### config.mk
export PLATFORM = sky130hd
export DESIGN_NAME = dmem_port_arbiter
export DESIGN_NICKNAME = d
export VERILOG_FILES = /design/src/rtl/dmem_port_arbiter.sv
export SDC_FILE = /design/constraint.sdc
export NUM_CORES = 1
export LEC_CHECK = 0
export BUFFER_PORTS_ARGS = -buffer_cell sky130_fd_sc_hd__buf_2
export CORE_MARGIN = 8
export CORE_UTILIZATION = 37
export DETAILED_ROUTE_END_ITERATION = 12
export GPL_ROUTABILITY_DRIVEN = 1
export PLACE_DENSITY = 0.87
export SETUP_SLACK_MARGIN = 0.05
export SYNTH_ARGS = -nofsm -noshare
export SYNTH_HDL_FRONTEND = slang
export SYNTH_SLANG_ARGS = --single-unit
### constraint.sdc
create_clock -name clk -period 3.2 [get_ports clk]
set_clock_uncertainty 0.05 [all_clocks]
set_input_delay 0.16 -clock clk [delete_from_list [all_inputs] [get_ports clk]]
set_output_delay 0.16 -clock clk [all_outputs]
set_load 0.005 [all_outputs]
### src/rtl/dmem_port_arbiter.sv
// Arbitrates the single-ported data memory between the pipeline MEM stage and a
// host/debug loader; the CPU wins unless the host has been starved STARVE_MAX cycles.
module dmem_port_arbiter #(
  parameter int DATA_W     = 16,
  parameter int ADDR_W     = 16,
  parameter int DEPTH      = 512,
  parameter int STARVE_MAX = 4
) (
  input  logic              clk,
  input  logic              rst_n,
  input  logic [ADDR_W-1:0] cpu_address,
  input  logic [DATA_W-1:0] cpu_write_data,
  input  logic              cpu_MemWrite,
  input  logic              cpu_MemRead,
  output logic [DATA_W-1:0] cpu_read_data,
  output logic              cpu_stall,
  input  logic              host_req,
  input  logic              host_we,
  input  logic [ADDR_W-1:0] host_address,
  input  logic [DATA_W-1:0] host_write_data,
  output logic              host_ack,
  output logic              host_err,
  output logic [DATA_W-1:0] host_read_data,
  output logic [ADDR_W-1:0] mem_address,
  output logic [DATA_W-1:0] mem_write_data,
  output logic              mem_MemWrite,
  output logic              mem_MemRead,
  input  logic [DATA_W-1:0] mem_read_data
);

  localparam int CNT_W = $clog2(STARVE_MAX + 1);
  localparam logic [CNT_W-1:0]  CNT_MAX = CNT_W'(STARVE_MAX);
  localparam logic [ADDR_W:0]   DEPTH_L = (ADDR_W + 1)'(DEPTH);

  typedef enum logic {
    IDLE,
    ACK
  } state_t;

  state_t            state_q;
  logic [CNT_W-1:0]  starveCnt_q;
  logic              hostAck_q;
  logic              hostErr_q;
  logic [DATA_W-1:0] hostRdata_q;

  logic cpuAcc;
  logic hostElig;
  logic hostGnt;
  logic inRange;

  // Gating eligibility with rst_n keeps every grant and strobe low while in reset.
  assign cpuAcc   = cpu_MemRead | cpu_MemWrite;
  assign hostElig = rst_n & host_req & (state_q == IDLE);
  assign hostGnt  = hostElig & (~cpuAcc | (starveCnt_q >= CNT_MAX));
  assign inRange  = {1'b0, host_address} < DEPTH_L;

  always_comb begin
    mem_address    = cpu_address;
    mem_write_data = cpu_write_data;
    mem_MemWrite   = rst_n & cpu_MemWrite;
    mem_MemRead    = rst_n & cpu_MemRead;
    if (hostGnt) begin
      mem_address    = host_address;
      mem_write_data = host_write_data;
      mem_MemWrite   = host_we & inRange;
      mem_MemRead    = ~host_we & inRange;
    end
  end

  assign cpu_stall     = cpuAcc & hostGnt;
  assign cpu_read_data = (rst_n & ~hostGnt) ? mem_read_data : '0;

  assign host_ack       = hostAck_q;
  assign host_err       = hostErr_q;
  assign host_read_data = hostRdata_q;

  // A grant always lands in ACK, so a still-held request cannot be serviced twice.
  always_ff @(posedge clk or negedge rst_n) begin
    if (!rst_n) begin
      state_q     <= IDLE;
      starveCnt_q <= '0;
      hostAck_q   <= 1'b0;
      hostErr_q   <= 1'b0;
      hostRdata_q <= '0;
    end else begin
      hostAck_q <= hostGnt;
      hostErr_q <= hostGnt & ~inRange;
      if (hostGnt) begin
        state_q     <= ACK;
        starveCnt_q <= '0;
        if (!inRange) begin
          hostRdata_q <= '0;
        end else if (!host_we) begin
          hostRdata_q <= mem_read_data;
        end
      end else begin
        state_q <= IDLE;
        if (hostElig && (starveCnt_q < CNT_MAX)) begin
          starveCnt_q <= starveCnt_q + 1'b1;
        end
      end
    end
  end

endmodule

==> results of run 1 <==
-- kinds of logic after synthesis --
group                    after synthesis
AO/OA/AOI/OAI                         22
adder cells (fa/ha/maj)                1
buffers and inverters                 10
flip-flops                            21
multiplexers                          33
AND/OR/NAND/NOR                       31
-- worst paths after layout --
kind	slack, ns	to
setup / recovery	0.59	mem_address[12]
hold / removal	0.09	host_read_data[12]
setup reg to reg	1.07	host_read_data[5]
hold reg to reg	0.45	host_read_data[7]
max in group asynchronous	2.34	host_read_data[1]
min in group asynchronous	0.49	host_read_data[6]
-- synth_stat cells, drive strengths merged --
library cell   n  area [µm²]
mux2          33         372
dfrtp         21         526
a22o          17         161
and3          16         100
clkbuf         5        18.8
buf            4        30.0
nor2           4        15.0
a21o           2        15.0
nand3          2        10.0
nand3b         2        15.0
nor4b          2        32.5
or4            2        22.5
ha             1        12.5
inv            1        3.75
nand2          1        3.75
nand2b         1        6.26
nor4           1        6.26
o21ai          1        5.00
o21bai         1        7.51
o31ai          1        7.51
-- registers in the layout, summed over array words and instances (netlist names) --
signal,flops
starveCnt_q,3
host_read_data,16
host_err,1
host_ack,1
-- worst max-delay path, stage by stage --
cell and delay [ns]:
dlygate4sd3_1 0.55, buf_2 0.15, nand3b_1 0.19, nand2b_2 0.52
buf_4 0.32, mux2_2 0.36, buf_2 0.13
-- metrics by stage --
step	hold WS (ns)	utilization	instance area [µm²]	total power, W
2_1_floorplan	-0.186	-	1370	0.000394
3_3_place_gp	0.164	0.604	2180	0.000515
3_5_place_dp	0.180	0.604	2180	0.000525
4_1_cts	0.0883	0.619	2230	0.000689
5_1_grt	0.0888	0.619	2230	0.000723
6_report	0.0904	0.619	2230	0.000680
-- layout make-up --
class | count | area share
Timing Repair Buffer | 158 | 0.360
Multi-Input combinational cell | 87 | 0.356
Sequential cell | 21 | 0.235
Tap cell | 48 | 0.0269
Clock buffer | 4 | 0.0202
Inverter | 1 | 0.00168
-- layer usage --
| metal | vias to the layer above | wire [µm] | track usage |
|---|---|---|---|
| li1 | 755 | - | - |
| met1 | 750 | 2050 | 0.189 |
| met2 | 94 | 2720 | 0.305 |
| met3 | 4 | 584 | 0.0758 |
| met4 | 0 | 42 | 0.0327 |
| met5 | - | 0 | 0 |
-- power breakdown --
group | leakage (nW) | total (W) | internal [W] | switching, W
Combinational | 1.03 | 0.000230 | 0.000130 | 0.0000995
Sequential | 0.290 | 0.000288 | 0.000278 | 0.00000917
Clock | 0.0228 | 0.000163 | 0.0000882 | 0.0000747
==> flow_metrics.env, run 1 <==
export IMPL_root_buffer="clkbuf_8"
export IMPL_antennaDiodeCount=0
export IMPL_setup_ws_ns=0.591
export IMPL_io_pins=155
export IMPL_power_leakage_nw=1.34
export IMPL_worstPathArrival_ns=2.40
export IMPL_clk_latency_ns=0.25
export IMPL_final_cell_mix="154 x buf_2, 33 x mux2_2, 21 x dfrtp_1, 16 x and3_1, 10 x a22o_2"
export IMPL_cp_startpoint="rst_n"
export IMPL_path_class="in2out"
export IMPL_synth_fp_nets=205
export IMPL_path_max_fanout=26
export IMPL_dpl_hpwl_um=4620
export IMPL_place_congestion=0.783
export IMPL_antenna_found_initial=0
export IMPL_status="complete, no violations"
export IMPL_htree_levels=1
export IMPL_synth_compound_area_frac=0.143
export IMPL_clock_sinks=21
export IMPL_hold_viol=0
export IMPL_final_common_cell="buf_2"
export IMPL_die_area_um2=5910
export IMPL_layout_cells_non_filler=319
export IMPL_synthSimpleGateAreaFrac=0.154
export IMPL_vdd_drop_max_v=0.000178
export IMPL_syn_area_per_cell_um2=11.6
export IMPL_initial_utilization=0.380
export IMPL_min_period_ns=2.61
export IMPL_synth_top_family_by_area="multiplexers"
export IMPL_hp_start="mem_read_data[12]"
export IMPL_worstPathRequired_ns=2.99
export IMPL_worst_setup_path_start_kind="input port"
export IMPL_ys_ff_latch=21
export IMPL_synth_xor_area_frac=0
export IMPL_grt_usage=0.174
export IMPL_die_w_um=76.9
export IMPL_grt_max_degree=41
export IMPL_layout_drive_gt1_share=0.764
export IMPL_tritoncts="built"
export IMPL_seq_area_frac_synth=0.384
export IMPL_syn_inst=118
export IMPL_cts_setup_buffers=0
export IMPL_die_h_um=76.9
export IMPL_fillers=305
export IMPL_antenna_left=0
export IMPL_grt_pass1_wl_um=8620
export IMPL_reg2reg_depth=4
export IMPL_grt_pass1_vias=1796
export IMPL_rsz0062_at_grt="false"
export IMPL_num_nets_final=359
export IMPL_drc=0
export IMPL_fin_crit_sh=0.815
export IMPL_cts_resized_gates=0
export IMPL_numCtsBuffers=3
export IMPL_cap_violations=0
export IMPL_vias=1603
export IMPL_setup_viol=0
export IMPL_slew_headroom=0.461
export IMPL_fp_row_count=22
export IMPL_drtIter0Drc=44
export IMPL_whs_path_depth=2
export IMPL_post_cts_hold_buffer_count=1
export IMPL_synthMuxAreaShare=0.271
export IMPL_grt_overflow_total=0
export IMPL_post_drt_wl_per_cell_um=16.9
export IMPL_clock_path_buffers=2
export IMPL_area_growth_pct=62.9
export IMPL_reg2reg_from="host_ack"
export IMPL_synth_area_um2=1370
export IMPL_port_buffers=154
export IMPL_synthAdderAreaFrac=0.00913
export IMPL_p_per_area_nw_per_um2=305
export IMPL_place_worst_setup_slack_ns=0.828
export IMPL_routed_via_density=5.03
export IMPL_multi_input_area_um2=795
export IMPL_fmax_ghz=0.383
export IMPL_fin_tns_setup_ns=0
export IMPL_regArea_um2=526
export IMPL_routed_wl_um=5400
export IMPL_dr_pass1_iters=4
export IMPL_drv_slew=0
export IMPL_synth_cell_types=23
export IMPL_place_inst=314
export IMPL_tightest_slew_ns=0.805
export IMPL_clk_pin_slew_ns=0.07
export IMPL_synth_warnings=0
export IMPL_hold_path_class="in2reg"
export IMPL_end_kind="primary output"
export IMPL_coreArea_um2=3610
Note: power is estimated with default switching activity, not from simulation.
==> inputs of run 2 (changes only) <==
CORE_UTILIZATION = 31   (was 37)
PLACE_DENSITY = 0.78   (was 0.87)
clock period = 2.3 ns   (was 3.2 ns; I/O delays follow)
==> flow_metrics.env, run 2 (same netlist as run 1, synthesis figures left out) <==
export IMPL_clock_sinks=21
export IMPL_routed_wl_um=5560
export IMPL_fmax_ghz=0.475
export IMPL_largest_register_ffs=16
export IMPL_place_congestion=0.766
export IMPL_slew_headroom=0.670
export IMPL_final_common_cell="buf_2"
export IMPL_min_period_ns=2.10
export IMPL_routed_via_density=4.82
export IMPL_initial_utilization=0.319
export IMPL_hold_path_class="in2reg"
export IMPL_holdWs_ns=0.0404
export IMPL_place_inst=321
export IMPL_post_drt_wl_per_cell_um=17.0
export IMPL_antenna_found_initial=0
export IMPL_reg2reg_depth=4
export IMPL_area_growth_pct=64.9
export IMPL_die_w_um=82.5
export IMPL_layout_cells_non_filler=326
export IMPL_drc=0
export IMPL_p_per_area_nw_per_um2=420
export IMPL_root_buffer="clkbuf_8"
export IMPL_vdd_drop_max_v=0.000183
export IMPL_power_leakage_nw=1.36
export IMPL_fin_tns_setup_ns=0
export IMPL_grt_max_degree=41
export IMPL_numCtsBuffers=3
export IMPL_port_buffers=154
export IMPL_rsz0062_at_grt="false"
export IMPL_htree_levels=1
export IMPL_setup_viol=0
export IMPL_grt_overflow_total=0
export IMPL_hold_viol=0
export IMPL_clk_pin_slew_ns=0.07
export IMPL_antenna_left=0
export IMPL_cts_resized_gates=0
export IMPL_tritoncts="built"
export IMPL_worst_setup_path_start_kind="input port"
export IMPL_tightest_slew_ns=0.495
export IMPL_dr_pass1_iters=3
export IMPL_status="complete, no violations"
export IMPL_clk_latency_ns=0.25
export IMPL_whs_path_depth=2
export IMPL_fp_row_count=24
export IMPL_grt_pass1_vias=1695
export IMPL_grt_pass1_wl_um=8320
export IMPL_final_core_util=0.526
export IMPL_total_power_w=0.000948
export IMPL_drtIter0Drc=36
export IMPL_cap_violations=0
export IMPL_final_cell_mix="154 x buf_2, 33 x mux2_2, 21 x dfrtp_1, 16 x and3_1, 10 x a22o_2"
export IMPL_grt_usage=0.156
export IMPL_worstPathArrival_ns=1.94
export IMPL_path_max_fanout=21
export IMPL_fin_crit_sh=0.915
export IMPL_vias=1570
export IMPL_io_pins=155
export IMPL_path_class="in2out"
export IMPL_drv_slew=0
export IMPL_num_nets_final=362
export IMPL_worstPathRequired_ns=2.13
export IMPL_fillers=392
export IMPL_die_h_um=82.5
export IMPL_clock_path_buffers=2
export IMPL_antennaDiodeCount=0
export IMPL_die_area_um2=6800
export IMPL_coreArea_um2=4290
export IMPL_end_kind="primary output"
export IMPL_dpl_hpwl_um=4820
export IMPL_layout_drive_gt1_share=0.766
==> run 2: changes by cell type in the layout (fill, tap and decap cells not counted) <==
| cell | before | now |
|---|---|---|
| buf_4 | 3 | 6 |
==> run 2: what timing repair did <==
| item | CTS | global route |
|---|---|---|
| hold endpoints to repair | 21 | 0 |
| hold buffers | 1 | 0 |
| buffers inserted | 0 | 0 |
| endpoints found under the setup margin | 0 | 0 |
==> run 2: path summary, 6_finish.rpt <==
check                      slack, ns         startpoint                  to
setup / recovery                0.20              rst_n      mem_address[0]
hold / removal                  0.04  mem_read_data[11]  host_read_data[11]
setup reg to reg                0.57           host_ack   host_read_data[7]
hold reg to reg                 0.45     starveCnt_q[2]      starveCnt_q[2]
max in group asynchronous       1.52              rst_n  host_read_data[13]
min in group asynchronous       0.40              rst_n   host_read_data[6]
==> run 2: area by class of cell <==
cell class	count	area [µm²]	share of cell area
Multi-Input combinational cell	87	795	0.352
Sequential cell	21	526	0.233
Timing Repair Buffer	161	826	0.365
Tap cell	52	65.1	0.0288
Clock buffer	4	45.0	0.0199
Inverter	1	3.75	0.00166
==> run 2: report_power, final <==
group,switching (W),internal (W),total [W]
clock,0.000109,0.000123,0.000232
combinational,0.000137,0.000182,0.000318
sequential,0.0000108,0.000387,0.000398
total,0.000257,0.000692,0.000948
==> run 2: worst max-delay path, cell delays in order <==
cell and delay [ns]:
dlygate4sd3_1 0.55, buf_2 0.13, nand3b_1 0.19, nand2b_2 0.18
buf_4 0.26, mux2_2 0.37, buf_2 0.13
==> run 2: metal layers <==
metal	track usage	wire length (µm)	vias to the layer above
li1	-	-	767
met1	0.172	2000	712
met2	0.275	2770	89
met3	0.0703	780	2
met4	0.0211	13	0
met5	0	0	-
==> run 2: metrics by stage <==
stage / setup slack, ns / area (µm²)
after global placement: 0.388 / 2200
after CTS: 0.182 / 2260
after detailed placement: 0.356 / 2200
final: 0.196 / 2260
after floorplan: 0.411 / 1370
after global routing: 0.0816 / 2260
==> inputs of run 3 (changes only) <==
CAP_MARGIN = 20   (was unset)
CTS_BUF_LIST = sky130_fd_sc_hd__clkbuf_8   (was unset)
==> flow_metrics.env, run 3 (same netlist as run 1, synthesis figures left out) <==
export IMPL_status="complete, no violations"
export IMPL_p_sw_frac=0.272
export IMPL_drtIter0Drc=36
export IMPL_final_cell_mix="154 x buf_2, 33 x mux2_2, 21 x dfrtp_1, 16 x and3_1, 10 x a22o_2"
export IMPL_area_growth_pct=64.9
export IMPL_coreArea_um2=4290
export IMPL_routed_wl_um=5560
export IMPL_worstPathArrival_ns=1.94
export IMPL_place_inst=321
export IMPL_fmax_ghz=0.475
export IMPL_drc=0
export IMPL_fp_row_count=24
export IMPL_worst_setup_path_start_kind="input port"
export IMPL_fin_tns_setup_ns=0
export IMPL_layout_drive_gt1_share=0.766
export IMPL_reg2reg_depth=4
export IMPL_fillers=392
export IMPL_cts_resized_gates=0
export IMPL_grt_max_degree=41
export IMPL_port_buffers=154
export IMPL_fin_crit_sh=0.915
export IMPL_clock_sinks=21
export IMPL_vias=1570
export IMPL_min_period_ns=2.10
export IMPL_root_buffer="clkbuf_8"
export IMPL_regArea_um2=526
export IMPL_antenna_found_initial=0
export IMPL_grt_pass1_wl_um=8320
export IMPL_comb_power_share=0.337
export IMPL_hold_viol=0
export IMPL_setup_viol=0
export IMPL_numCtsBuffers=3
export IMPL_dpl_hpwl_um=4820
export IMPL_routed_via_density=4.82
export IMPL_clock_path_buffers=2
export IMPL_power_leakage_nw=1.36
export IMPL_antenna_left=0
export IMPL_worstPathRequired_ns=2.13
export IMPL_drv_slew=0
export IMPL_cts_setup_buffers=0
export IMPL_clk_latency_ns=0.25
export IMPL_end_kind="primary output"
export IMPL_final_common_cell="buf_2"
export IMPL_io_pins=155
export IMPL_post_cts_hold_buffer_count=1
export IMPL_holdWs_ns=0.0404
export IMPL_p_seq_frac=0.421
export IMPL_clkPwrFrac=0.242
export IMPL_multi_input_area_um2=795
export IMPL_die_w_um=82.5
export IMPL_path_max_fanout=21
export IMPL_die_area_um2=6800
export IMPL_grt_pass1_vias=1695
export IMPL_tritoncts="built"
export IMPL_rsz0062_at_grt="false"
export IMPL_path_class="in2out"
export IMPL_clk_pin_slew_ns=0.07
export IMPL_vdd_drop_max_v=0.000183
export IMPL_initial_utilization=0.319
export IMPL_p_int_w=0.000687
export IMPL_layout_cells_non_filler=326
export IMPL_die_h_um=82.5
export IMPL_slew_headroom=0.670
export IMPL_largest_register_ffs=16
export IMPL_total_power_w=0.000944
export IMPL_cap_violations=0
export IMPL_post_drt_wl_per_cell_um=17.1
export IMPL_antennaDiodeCount=0
export IMPL_p_per_area_nw_per_um2=418
export IMPL_hold_path_class="in2reg"
export IMPL_dr_pass1_iters=3
export IMPL_place_congestion=0.766
export IMPL_grt_overflow_total=0
export IMPL_htree_levels=1
export IMPL_grt_usage=0.156
export IMPL_tightest_slew_ns=0.495
export IMPL_num_nets_final=362
export IMPL_power_switching_w=0.000257
export IMPL_whs_path_depth=2
-- run 3: cell count changes in the layout (fill, tap and decap cells not counted) --
cell / change
clkbuf_1: -1
inv_1: +1
-- run 3: power by group through the flow --
stage / combinational (W) / sequential (W) / clock, W
finish: 0.000318 / 0.000398 / 0.000228
global route: 0.000354 / 0.000401 / 0.000255
CTS: 0.000324 / 0.000398 / 0.000236
detailed placement: 0.000321 / 0.000404 / 0
global placement: 0.000315 / 0.000404 / 0
floorplan: 0.000145 / 0.000403 / 0
-- run 3: layout make-up --
type | count | area share
timing repair buffer | 161 | 0.365
multi-input combinational | 87 | 0.352
sequential | 21 | 0.233
tap | 52 | 0.0288
clock buffer | 3 | 0.0183
clock inverter | 1 | 0.00166
inverter | 1 | 0.00166
-- run 3: path summary, 6_finish.rpt --
kind / startpoint / end / slack [ns]
worst min register to register: starveCnt_q[2] / starveCnt_q[2] / 0.45
min in group asynchronous: rst_n / host_read_data[6] / 0.40
worst max register to register: host_ack / host_read_data[7] / 0.57
worst min-delay path: mem_read_data[11] / host_read_data[11] / 0.04
max in group asynchronous: rst_n / host_read_data[13] / 1.52
worst max-delay path: rst_n / mem_address[0] / 0.20
-- run 3: worst max-delay path, cell delays in order --
cell and delay, ns:
dlygate4sd3_1 0.55, buf_2 0.13, nand3b_1 0.19, nand2b_2 0.18
buf_4 0.26, mux2_2 0.37, buf_2 0.13
-- run 3: per-layer routing --
| layer | GRT usage | share of wire | vias to the layer above | wire length [µm] |
|---|---|---|---|---|
| li1 | - | - | 767 | - |
| met1 | 0.172 | 0.36 | 712 | 2000 |
| met2 | 0.275 | 0.50 | 89 | 2770 |
| met3 | 0.0703 | 0.14 | 2 | 780 |
| met4 | 0.0211 | 0.0023 | 0 | 13 |
| met5 | 0 | 0 | - | 0 |
-- run 3: metrics by stage --
stage | setup WS, ns | utilization | instance area, µm²
floorplan | 0.411 | - | 1370
global placement | 0.388 | 0.513 | 2200
detailed placement | 0.356 | 0.513 | 2200
CTS | 0.182 | 0.526 | 2260
global route | 0.0816 | 0.526 | 2260
finish | 0.196 | 0.526 | 2260
